$ cat config.mk
export PLATFORM = sky130hd
export DESIGN_NAME = dds_sample_sequencer
export DESIGN_NICKNAME = d
export VERILOG_FILES = /design/src/rtl/dds_pkg.sv /design/src/rtl/sine_quarter_lut.sv /design/src/rtl/dds_sample_sequencer.sv
export SDC_FILE = /design/constraint.sdc
export NUM_CORES = 1
export LEC_CHECK = 0
export BUFFER_PORTS_ARGS = -buffer_cell sky130_fd_sc_hd__clkbuf_2
export CAP_MARGIN = 20
export CELL_PAD_IN_SITES_DETAIL_PLACEMENT = 1
export CELL_PAD_IN_SITES_GLOBAL_PLACEMENT = 1
export CORE_MARGIN = 4
export CORE_UTILIZATION = 50
export CTS_CLUSTER_DIAMETER = 30
export DETAILED_ROUTE_END_ITERATION = 8
export PLACE_DENSITY_LB_ADDON = 0.1
export REMOVE_ABC_BUFFERS = 1
export SYNTH_ARGS = -nofsm -noshare
export SYNTH_HDL_FRONTEND = slang
export SYNTH_SLANG_ARGS = --single-unit
$ cat constraint.sdc
create_clock -name clk -period 4.5 [get_ports clk]
set_input_delay 0.675 -clock clk [delete_from_list [all_inputs] [get_ports clk]]
set_output_delay 0.675 -clock clk [all_outputs]
set_load 0.05 [all_outputs]
$ cat src/rtl/dds_pkg.sv
// Shared constants, FSM encoding and sample-forming helpers for the
// DDS sample sequencer (phase -> quadrant -> offset-binary sample).
package dds_pkg;

    localparam int PHASE_W_DEF = 32;
    localparam int LUT_AW_DEF  = 8;
    localparam int SAMPLE_W    = 14;
    localparam int MAG_W       = 13;

    localparam logic [SAMPLE_W-1:0] MIDSCALE  = 14'h2000;
    localparam logic [SAMPLE_W-1:0] FULLSCALE = 14'h3FFF;

    localparam logic [1:0] QUAD0 = 2'd0;
    localparam logic [1:0] QUAD1 = 2'd1;
    localparam logic [1:0] QUAD2 = 2'd2;
    localparam logic [1:0] QUAD3 = 2'd3;

    typedef enum logic [1:0] {
        IDLE  = 2'd0,
        RUN   = 2'd1,
        DRAIN = 2'd2
    } dds_state_e;

    // Quadrants 1 and 3 walk the quarter wave backwards.
    function automatic logic quad_mirrors(input logic [1:0] q);
        logic m;
        m = 1'b0;
        unique case (q)
            QUAD0, QUAD2: m = 1'b0;
            QUAD1, QUAD3: m = 1'b1;
            default:      m = 1'b0;
        endcase
        return m;
    endfunction

    // Quadrants 2 and 3 are the negative half-cycle.
    function automatic logic quad_negates(input logic [1:0] q);
        logic n;
        n = 1'b0;
        unique case (q)
            QUAD0, QUAD1: n = 1'b0;
            QUAD2, QUAD3: n = 1'b1;
            default:      n = 1'b0;
        endcase
        return n;
    endfunction

    // Offset-binary sample around midscale, saturating at full scale.
    function automatic logic [SAMPLE_W-1:0] mag_to_offset(
        input logic [1:0]       q,
        input logic [MAG_W-1:0] mag
    );
        logic [SAMPLE_W:0]   up;
        logic [SAMPLE_W-1:0] s;
        up = {1'b0, MIDSCALE} + {2'b00, mag};
        if (quad_negates(q)) begin
            s = MIDSCALE - {1'b0, mag};
        end else if (up > {1'b0, FULLSCALE}) begin
            s = FULLSCALE;
        end else begin
            s = up[SAMPLE_W-1:0];
        end
        return s;
    endfunction

endpackage

$ cat src/rtl/sine_quarter_lut.sv
// Registered quarter-wave sine ROM.
// Ports: clk; addr (LUT_AW) in; mag (13-bit, 0..8191) out one cycle later.
module sine_quarter_lut
    import dds_pkg::*;
#(
    parameter int LUT_AW = LUT_AW_DEF
) (
    input  logic              clk,
    input  logic [LUT_AW-1:0] addr,
    output logic [MAG_W-1:0]  mag
);

    localparam int DEPTH = 1 << LUT_AW;

    // round(8191*sin((i+0.5)*pi/(2*DEPTH))); the half-step offset keeps
    // the table symmetric so mirrored quadrants join without a repeat.
    function automatic logic [MAG_W-1:0] entry(input int i);
        real x;
        real term;
        real s;
        x    = (real'(i) + 0.5) * 3.14159265358979323846 / real'(2 * DEPTH);
        term = x;
        s    = x;
        for (int k = 1; k < 12; k++) begin
            term = -term * x * x / real'((2 * k) * (2 * k + 1));
            s    = s + term;
        end
        return MAG_W'($rtoi(8191.0 * s + 0.5));
    endfunction

    logic [MAG_W-1:0] rom [DEPTH];

    for (genvar i = 0; i < DEPTH; i++) begin : g_rom
        assign rom[i] = entry(i);
    end

    always_ff @(posedge clk) begin
        mag <= rom[addr];
    end

endmodule

$ cat src/rtl/dds_sample_sequencer.sv
// DDS controller: phase accumulator, quarter-wave lookup, start/stop/drain
// FSM and wrap-aligned frequency retune, feeding 14-bit offset-binary samples.
// Ports: clk, rst (sync, active-high); start/stop pulses; cfg_valid/
// cfg_ready/cfg_ftw retune handshake; cfg_amp (AMPLITUDE_SCALE_EN only);
// busy, sample_valid, offset_out, phase_wrap.
// Build option: AMPLITUDE_SCALE_EN adds amplitude scaling (+1 latency).
module dds_sample_sequencer
    import dds_pkg::*;
#(
    parameter int                 PHASE_W     = PHASE_W_DEF,
    parameter int                 LUT_AW      = LUT_AW_DEF,
    parameter logic [PHASE_W-1:0] DEFAULT_FTW = PHASE_W'(32'h0100_0000)
) (
    input  logic                clk,
    input  logic                rst,
    input  logic                start,
    input  logic                stop,
    input  logic                cfg_valid,
    output logic                cfg_ready,
    input  logic [PHASE_W-1:0]  cfg_ftw,
`ifdef AMPLITUDE_SCALE_EN
    input  logic [7:0]          cfg_amp,
`endif
    output logic                busy,
    output logic                sample_valid,
    output logic [SAMPLE_W-1:0] offset_out,
    output logic                phase_wrap
);

    dds_state_e state;
    dds_state_e state_nxt;

    logic [PHASE_W-1:0] acc;
    logic [PHASE_W-1:0] ftw;
    logic [PHASE_W-1:0] pend_ftw;
    logic [PHASE_W-1:0] sum;
    logic               carry;
    logic               pending;
    logic               live;
    logic               active;
    logic               apply_ftw;

    assign {carry, sum} = {1'b0, acc} + {1'b0, ftw};
    assign active       = (state != IDLE);
    assign busy         = active;
    assign cfg_ready    = !pending;

    // A frozen accumulator (ftw==0) never wraps, so a waiting word is
    // taken at once; otherwise it waits for the carry so the new
    // frequency begins at phase 0.
    assign apply_ftw = pending && (!active || carry || (ftw == '0));

    always_ff @(posedge clk) begin
        if (rst) begin
            state <= IDLE;
        end else begin
            state <= state_nxt;
        end
    end

    always_comb begin
        state_nxt = state;
        unique case (state)
            IDLE:    if (start) state_nxt = RUN;
            RUN:     if (stop)  state_nxt = DRAIN;
            DRAIN:   if (carry) state_nxt = IDLE;
            default: state_nxt = IDLE;
        endcase
    end

    // live marks acc as holding a sample to emit; it stays set for the
    // phase-0 cycle that follows the drain wrap.
    always_ff @(posedge clk) begin
        if (rst) begin
            acc        <= '0;
            ftw        <= DEFAULT_FTW;
            pend_ftw   <= '0;
            pending    <= 1'b0;
            live       <= 1'b0;
            phase_wrap <= 1'b0;
        end else begin
            phase_wrap <= active && carry;
            live       <= active || start;
            if ((state == RUN) || ((state == DRAIN) && !carry)) begin
                acc <= sum;
            end else begin
                acc <= '0;
            end
            if (apply_ftw) begin
                ftw     <= pend_ftw;
                pending <= 1'b0;
            end else if (cfg_valid && !pending) begin
                pend_ftw <= cfg_ftw;
                pending  <= 1'b1;
            end
        end
    end

    logic [LUT_AW+1:0]  addr;
    logic [1:0]         quad0;
    logic [LUT_AW-1:0]  idx;
    logic [LUT_AW-1:0]  lut_addr;
    logic [MAG_W-1:0]   lut_mag;

    assign addr     = acc[PHASE_W-1 -: LUT_AW+2];
    assign quad0    = addr[LUT_AW+1:LUT_AW];
    assign idx      = addr[LUT_AW-1:0];
    assign lut_addr = quad_mirrors(quad0) ? ~idx : idx;

    sine_quarter_lut #(
        .LUT_AW (LUT_AW)
    ) u_lut (
        .clk  (clk),
        .addr (lut_addr),
        .mag  (lut_mag)
    );

    logic [1:0] quad1;
    logic       v1;
    logic       last1;

    // last1 tags the post-drain phase-0 sample, which is emitted as
    // exact midscale so the waveform parks at zero.
    always_ff @(posedge clk) begin
        if (rst) begin
            quad1 <= QUAD0;
            v1    <= 1'b0;
            last1 <= 1'b0;
        end else begin
            quad1 <= quad0;
            v1    <= live;
            last1 <= live && !active;
        end
    end

    logic [MAG_W-1:0] mag2;
    logic [1:0]       quad2;
    logic             v2;
    logic             last2;

`ifdef AMPLITUDE_SCALE_EN
    logic [7:0]         amp_r;
    logic [MAG_W+7:0]   prod;

    assign prod = (MAG_W+8)'(lut_mag) * (MAG_W+8)'(amp_r);

    always_ff @(posedge clk) begin
        if (rst) begin
            amp_r <= '0;
            mag2  <= '0;
            quad2 <= QUAD0;
            v2    <= 1'b0;
            last2 <= 1'b0;
        end else begin
            if (((state == IDLE) && start) || (active && carry)) begin
                amp_r <= cfg_amp;
            end
            mag2  <= MAG_W'(prod >> 8);
            quad2 <= quad1;
            v2    <= v1;
            last2 <= last1;
        end
    end
`else
    assign mag2  = lut_mag;
    assign quad2 = quad1;
    assign v2    = v1;
    assign last2 = last1;
`endif

    always_ff @(posedge clk) begin
        if (rst) begin
            sample_valid <= 1'b0;
            offset_out   <= MIDSCALE;
        end else begin
            sample_valid <= v2;
            if (v2 && !last2) begin
                offset_out <= mag_to_offset(quad2, mag2);
            end else begin
                offset_out <= MIDSCALE;
            end
        end
    end

endmodule
==> results.json, run 1 <==
{
  "ioPinCount": 55,
  "area_of_the_die_um2": 22700,
  "synth-edff-count": 0,
  "multi_input_area_um2": 6980,
  "yosysTopAreaCellShare": 0.259,
  "routed-via-count": 11700,
  "clock_tree_skew_after_final_layout_ns": 0.0195,
  "hold_violations": 0,
  "cpMaxStageDelayCell": "sky130_fd_sc_hd__ha_1",
  "postRouteWirelength_um": 43200,
  "remaining_drc_errors": 0,
  "seq_area_frac_synth": 0.259,
  "grt_pass1_vias": 11600,
  "rsz_0062_raised_after_global_routing": "no",
  "yosys-top-cells-area": "sky130_fd_sc_hd__dfxtp_1 (26%), sky130_fd_sc_hd__a21oi_1 (7.7%), sky130_fd_sc_hd__nand2_1 (7.3%)",
  "grt_first_pass_wirelength_um": 67300,
  "ant_nets": 0,
  "critPathMostFrequentCell": "sky130_fd_sc_hd__a31oi_1",
  "worstSkewPairLatency_ns": 0.44,
  "via_per_inst": 6.90,
  "proportion_of_layout_cells_with_a_drive_suffix_above_1": 0.113,
  "overflow": 0,
  "dr.pass1.iters": 6,
  "syn_inst": 1417,
  "yosys_warnings": 0,
  "leakage_uw": 0.00436,
  "fin_tns_setup_ns": 0,
  "numClockSinks": 132,
  "num-nets-final": 1499,
  "hp_class": "reg2reg",
  "cts_post_setup_buffers_inserted": 0,
  "layout_commonest_cell": "sky130_fd_sc_hd__nand2_1",
  "cp.buffers_inverters": 1,
  "tritoncts_clock_tree": "built",
  "crit_required_ns": 4.81,
  "critPathLaunchType": "register",
  "cts_made_buffers": 17,
  "core_um2": 19800,
  "antenna_cells_inserted": 0,
  "run_status": "complete, no violations",
  "cts.path.max_buffers": 2,
  "worst_hold_slack_ns": 0.456,
  "dp_hpwl_um": 29500,
  "synthToLayoutAreaGrowth_pct": 10.7,
  "vertical_die_dimension_um": 151,
  "fin_cells": 1693,
  "yosys.area.top_type": "sky130_fd_sc_hd__dfxtp_1",
  "report.final.slew_viol_count": 0,
  "worst-slew-pin-transition_ns": 1.04,
  "count_of_input_and_output_buffers": 54,
  "period_minus_slack_ns": 3.57,
  "timing.critical_path.to_type": "register",
  "path_clk_slew_ns": 0.06,
  "finalPower_uw": 3600,
  "clock_tree.htree_level_count": 4,
  "setup.worst_path.class": "reg2reg",
  "most-common-layout-cells": "sky130_fd_sc_hd__nand2_1 (198), sky130_fd_sc_hd__nor2_1 (167), sky130_fd_sc_hd__a21oi_1 (155), sky130_fd_sc_hd__dfxtp_1 (129), sky130_fd_sc_hd__o21ai_0 (122)",
  "setup_viol_count_final": 0,
  "grt_use_total": 0.380,
  "dp.cells": 1661,
  "cp.arrival_ns": 3.88,
  "cap_viol_max_count": 0,
  "cts_hold_buffers": 0,
  "cts_root_buf": "sky130_fd_sc_hd__clkbuf_16",
  "cpLargestDelayFamily": "compound AO/OA/AOI/OAI gates",
  "postLayoutCoreUtil": 0.571,
  "worstPathCellList": "xor2_2, buf_4, ha_1, nor2_1, mux4_2, a211oi_1, a31oi_1, nand3_1, a31oi_1, a211o_1",
  "pin_count_of_the_biggest_net_entering_global_routing": 68,
  "ir_worst_vdd_mv": 0.262,
  "post_cts_resized": 0,
  "syn-cell-area_um2": 10200,
  "power_density_nw_per_um2": 319,
  "synthesis.area_per_instance_um2": 7.20,
  "floorplan.die.width_um": 151,
  "fmax_ghz": 0.280,
  "initial_core_util": 0.516,
  "timing.final.crit_share": 0.793,
  "number_of_antenna_violations_at_the_first_check_in_global_routing": 1,
  "worst_path_largest_cell_delay_ns": 0.67,
  "regArea_um2": 2650,
  "postSynth.asyncResetShare": 0,
  "gp_routability_congestion": 1.10,
  "synth_top_flop_cell": "sky130_fd_sc_hd__dfxtp_1",
  "relSlewSlack": 0.301,
  "count_of_cell_types_in_the_netlist": 83,
  "placement_rows": 51,
  "detailed_router_s_first_iteration_violation_count": 1282,
  "synth_seq_cells": 132,
  "routed_wire_length_per_instance_um": 25.5,
  "fillCellCount": 2546,
  "critPathMaxFanout": 14
}
logic make-up after synthesis:
| logic type | Yosys count | synth area share |
|---|---|---|
| compound gates | 486 | 0.299 |
| xor+xnor | 58 | 0.0572 |
| fa+ha+maj | 47 | 0.0584 |
| buf+inv | 145 | 0.0643 |
| flops | 132 | 0.259 |
| mux | 43 | 0.0463 |
| simple gates | 506 | 0.216 |
synthesized netlist by cell type, drive strengths merged (15+ instances only):
master,instances
a211oi,19
a21oi,157
a31oi,20
buf,64
clkbuf,52
dfxtp,132
ha,46
inv,26
mux2i,37
nand2,198
nand3,34
nor2,168
nor2b,15
nor3,29
o211ai,32
o21ai,124
xnor2,25
xor2,33
layer usage:
metal  global-route usage  routed length [um]  vias up
met5                    0                  13        -
met4                0.221                2980        2
met3               0.0778                4040      224
met2                0.621               20000      725
met1                0.465               16200     5600
li1                     -                   -     5133
metrics by stage:
step / instance area [um^2] / worst slack [ns]
2_1_floorplan: 9650 / -0.117
3_3_place_gp: 10600 / 1.02
3_5_place_dp: 10700 / 1.03
4_1_cts: 11300 / 1.02
5_1_grt: 11300 / 0.770
6_report: 11300 / 0.933
worst register-to-register path: cells and delay by family (launching register included):
family | cells | cell delay, ns
AOI/OAI and AO/OA | 4 | 0.73
xor gates and xnor gates | 1 | 0.45
adders and majority gates | 1 | 0.68
buffers and inverters | 1 | 0.31
DFF | 1 | 0.42
muxes | 1 | 0.49
and+or+nand+nor | 2 | 0.36
power breakdown:
part | leakage (uW) | total, uW | internal (uW) | switching (uW)
Combinational | 0.00298 | 794 | 254 | 540
Sequential | 0.00107 | 1290 | 1220 | 62.6
Clock | 0.000301 | 1520 | 893 | 631
path summary, 6_finish.rpt:
path	startpoint	endpoint	slack [ns]	cells after the start
worst max-delay path	acc[30]$_SDFF_PP0_	u_lut.mag[5]$_DFF_P_	0.93	10
worst max register to register	acc[30]$_SDFF_PP0_	u_lut.mag[5]$_DFF_P_	0.93	10
worst min register to register	pend_ftw[30]$_SDFFE_PP0P_	pend_ftw[30]$_SDFFE_PP0P_	0.46	2
worst min-delay path	pend_ftw[30]$_SDFFE_PP0P_	pend_ftw[30]$_SDFFE_PP0P_	0.46	2
layout make-up:
class / count / area share
timing repair buffer: 95 / 0.0530
multi-input combinational: 1140 / 0.619
clock buffer: 18 / 0.0380
clock inverter: 14 / 0.0169
sequential: 132 / 0.234
inverter: 29 / 0.00965
tap: 265 / 0.0294
registers in the layout, summed over array words and instances, names as in the netlist:
register	count
acc	32
last1	1
pend_ftw	32
quad1	1
sample_valid	1
state	2
ftw	32
u_lut.mag	13
live	1
pending	1
phase_wrap	1
offset_out	14
v1	1
Power figures use the tool's default switching activity.
==> inputs of run 2 (changes only) <==
--- a/config.mk
+++ b/config.mk
@@ -5,12 +5,13 @@
 export SDC_FILE = /design/constraint.sdc
 export NUM_CORES = 1
 export LEC_CHECK = 0
+export ABC_AREA = 1
 export BUFFER_PORTS_ARGS = -buffer_cell sky130_fd_sc_hd__clkbuf_2
 export CAP_MARGIN = 20
 export CELL_PAD_IN_SITES_DETAIL_PLACEMENT = 1
 export CELL_PAD_IN_SITES_GLOBAL_PLACEMENT = 1
 export CORE_MARGIN = 4
-export CORE_UTILIZATION = 50
+export CORE_UTILIZATION = 39
 export CTS_CLUSTER_DIAMETER = 30
 export DETAILED_ROUTE_END_ITERATION = 8
 export PLACE_DENSITY_LB_ADDON = 0.1
==> constraint.sdc (replaced) <==
create_clock -name clk -period 3.2 [get_ports clk]
set_input_delay 0.48 -clock clk [delete_from_list [all_inputs] [get_ports clk]]
set_output_delay 0.48 -clock clk [all_outputs]
set_load 0.05 [all_outputs]
==> run 2 against run 1 <==
Sequential power grew 51%; clock power grew 37%; worst setup slack lost 0.55 ns; maximum frequency grew 27%; core utilization shrank 12 points; synthesized area shrank 0.17%; global-route usage shrank 9.6 points; synthesized cell count grew 26%; cell area grew 1.1%.
==> results.json, run 2 <==
{
  "fin_cells": 2157,
  "synth_most_common_cell": "sky130_fd_sc_hd__nand2_1",
  "num-nets-final": 1898,
  "power_density_nw_per_um2": 521,
  "yosys.area.top_type": "sky130_fd_sc_hd__dfxtp_1",
  "proportion_of_layout_cells_with_a_drive_suffix_above_1": 0.0744,
  "synth_seq_cells": 132,
  "yosysTopAreaCellShare": 0.260,
  "timing.final.crit_share": 0.881,
  "yosys_warnings": 0,
  "critPathMaxFanout": 51,
  "via_per_inst": 5.44,
  "cts_root_buf": "sky130_fd_sc_hd__clkbuf_16",
  "detailed_router_s_first_iteration_violation_count": 921,
  "synth_top_flop_cell": "sky130_fd_sc_hd__dfxtp_1",
  "core_um2": 25400,
  "seq_area_frac_synth": 0.260,
  "rsz_0062_raised_after_global_routing": "no",
  "synthToLayoutAreaGrowth_pct": 12.0,
  "routed-via-count": 11700,
  "vertical_die_dimension_um": 170,
  "grt_first_pass_wirelength_um": 65000,
  "antenna_cells_inserted": 0,
  "postLayoutCellArea_um2": 11400,
  "postSynth.asyncResetShare": 0,
  "fmax_ghz": 0.355,
  "postRouteWirelength_um": 41000,
  "worst_hold_slack_ns": 0.309,
  "report.final.slew_viol_count": 0,
  "worst-slew-pin-transition_ns": 0.963,
  "cts.path.max_buffers": 2,
  "initial_core_util": 0.401,
  "number_of_antenna_violations_at_the_first_check_in_global_routing": 0,
  "grt_use_total": 0.284,
  "post_dp_cell_area_um2": 10800,
  "synthesis.area_per_instance_um2": 5.68,
  "dr.pass1.iters": 5,
  "dp_hpwl_um": 30600,
  "count_of_input_and_output_buffers": 54,
  "hp_class": "in2reg",
  "dp.cells": 2125,
  "remaining_drc_errors": 0,
  "tritoncts_clock_tree": "built",
  "pin_count_of_the_biggest_net_entering_global_routing": 67,
  "setup.worst_path.class": "reg2reg",
  "area_of_the_die_um2": 28800,
  "dp_slack_ns": 0.440,
  "clock_tree.htree_level_count": 4,
  "cap_viol_max_count": 0,
  "gp_routability_congestion": 0.979,
  "syn_inst": 1792,
  "timing.critical_path.to_type": "register",
  "numClockSinks": 132,
  "setup_ws_ns": 0.382,
  "worstSkewPairLatency_ns": 0.43,
  "count_of_cell_types_in_the_netlist": 34,
  "clock_tree_skew_after_final_layout_ns": 0.0121,
  "most-common-layout-cells": "sky130_fd_sc_hd__nand2_1 (591), sky130_fd_sc_hd__nand3_1 (240), sky130_fd_sc_hd__inv_1 (207), sky130_fd_sc_hd__nor2_1 (204)",
  "layout_commonest_cell": "sky130_fd_sc_hd__nand2_1",
  "cp.arrival_ns": 3.17,
  "relSlewSlack": 0.355,
  "yosys-top-cells-area": "sky130_fd_sc_hd__dfxtp_1 (26%), sky130_fd_sc_hd__nand2_1 (22%), sky130_fd_sc_hd__nand3_1 (12%)",
  "cts_hold_buffers": 0,
  "ys_top_cells_by_count": "sky130_fd_sc_hd__nand2_1 (596), sky130_fd_sc_hd__nand3_1 (241), sky130_fd_sc_hd__inv_1 (208)",
  "critPathLaunchType": "register",
  "run_status": "complete, no violations",
  "post_cts_resized": 0,
  "syn-cell-area_um2": 10200,
  "grt_pass1_vias": 12200,
  "ir_worst_vdd_mv": 0.272,
  "cts_post_setup_buffers_inserted": 0,
  "ant_nets": 0,
  "reg_top3": "acc (32), ftw (32), pend_ftw (32)",
  "synth-edff-count": 0,
  "path_clk_slew_ns": 0.06,
  "floorplan.die.width_um": 170,
  "setup_viol_count_final": 0,
  "overflow": 0,
  "ioPinCount": 55,
  "period_minus_slack_ns": 2.82,
  "crit_required_ns": 3.55,
  "placement_rows": 58,
  "routed_wire_length_per_instance_um": 19.0,
  "finalPower_uw": 5940,
  "cts_made_buffers": 17,
  "leakage_uw": 0.00597,
  "hold_violations": 0
}
[run 2: changes by cell type after synthesis, sizes merged, moves of 16 or more]
cell and delta:
nor3 -18, a21oi -26, buf -16, o21ai -58, a31oi -16, nand3 +207
mux2i -37, a211oi -18, o211ai -28, clkbuf -18, inv +184, nor2 +37
xor2 -17, nand2 +400
[run 2: worst paths after layout]
check | from | endpoint | slack (ns) | cells after the start
setup / recovery | ftw[0]$_SDFFE_PP0P_ | ftw[19]$_SDFFE_PP0P_ | 0.38 | 14
hold / removal | cfg_ftw[24] | pend_ftw[24]$_SDFFE_PP0P_ | 0.31 | 3
setup reg to reg | ftw[0]$_SDFFE_PP0P_ | ftw[19]$_SDFFE_PP0P_ | 0.38 | 14
hold reg to reg | v1$_SDFF_PP0_ | sample_valid$_SDFF_PP0_ | 0.44 | 2
[run 2: cells by family after synthesis]
| kind of cell | count (synthesis) | synth area share |
|---|---|---|
| flops | 132 | 0.260 |
| buf+inv | 292 | 0.113 |
| xor+xnor | 26 | 0.0231 |
| simple gates | 1078 | 0.435 |
| fa+ha+maj | 47 | 0.0585 |
| compound gates | 217 | 0.111 |
[run 2: area by class of cell]
type	count	area [um^2]
fill	3638	14000
multi-input combinational	1368	6410
sequential	132	2640
inverter	210	788
timing repair buffer	85	541
clock buffer	18	439
tap	330	413
clock inverter	14	166
[run 2: routing by layer]
layer / routed length, um / vias to the layer above / track usage / share of wire
li1: - / 5729 / - / -
met3: 1620 / 127 / 0.0356 / 0.040
met1: 16400 / 5524 / 0.323 / 0.40
met2: 20500 / 351 / 0.513 / 0.50
met5: 0 / - / 0 / 0
met4: 2510 / 0 / 0.160 / 0.061
[run 2: power by group]
group	switching, uW	internal (uW)
registers	151	1800
clock network	888	1190
logic	1320	582
[run 2: stage by stage]
stage / util / TNS (ns)
6_report: 0.449 / 0
5_1_grt: 0.449 / 0
4_1_cts: 0.449 / 0
3_5_place_dp: 0.425 / 0
3_3_place_gp: 0.425 / 0
2_1_floorplan: - / -9.55
[run 2: worst max-delay path, cell delays in order (launching register included)]
cell	delay, ns
sky130_fd_sc_hd__dfxtp_1	0.32
sky130_fd_sc_hd__ha_1	0.24
sky130_fd_sc_hd__fa_1	0.46
sky130_fd_sc_hd__nand2_1	0.09
sky130_fd_sc_hd__nand2_1	0.07
sky130_fd_sc_hd__nand3_1	0.08
sky130_fd_sc_hd__nand2_1	0.12
sky130_fd_sc_hd__nand2_1	0.08
sky130_fd_sc_hd__nand2_1	0.14
sky130_fd_sc_hd__nand2_1	0.18
sky130_fd_sc_hd__nand3_2	0.31
sky130_fd_sc_hd__buf_12	0.32
sky130_fd_sc_hd__nand3_1	0.09
sky130_fd_sc_hd__nand2_1	0.08
sky130_fd_sc_hd__nor2_1	0.14
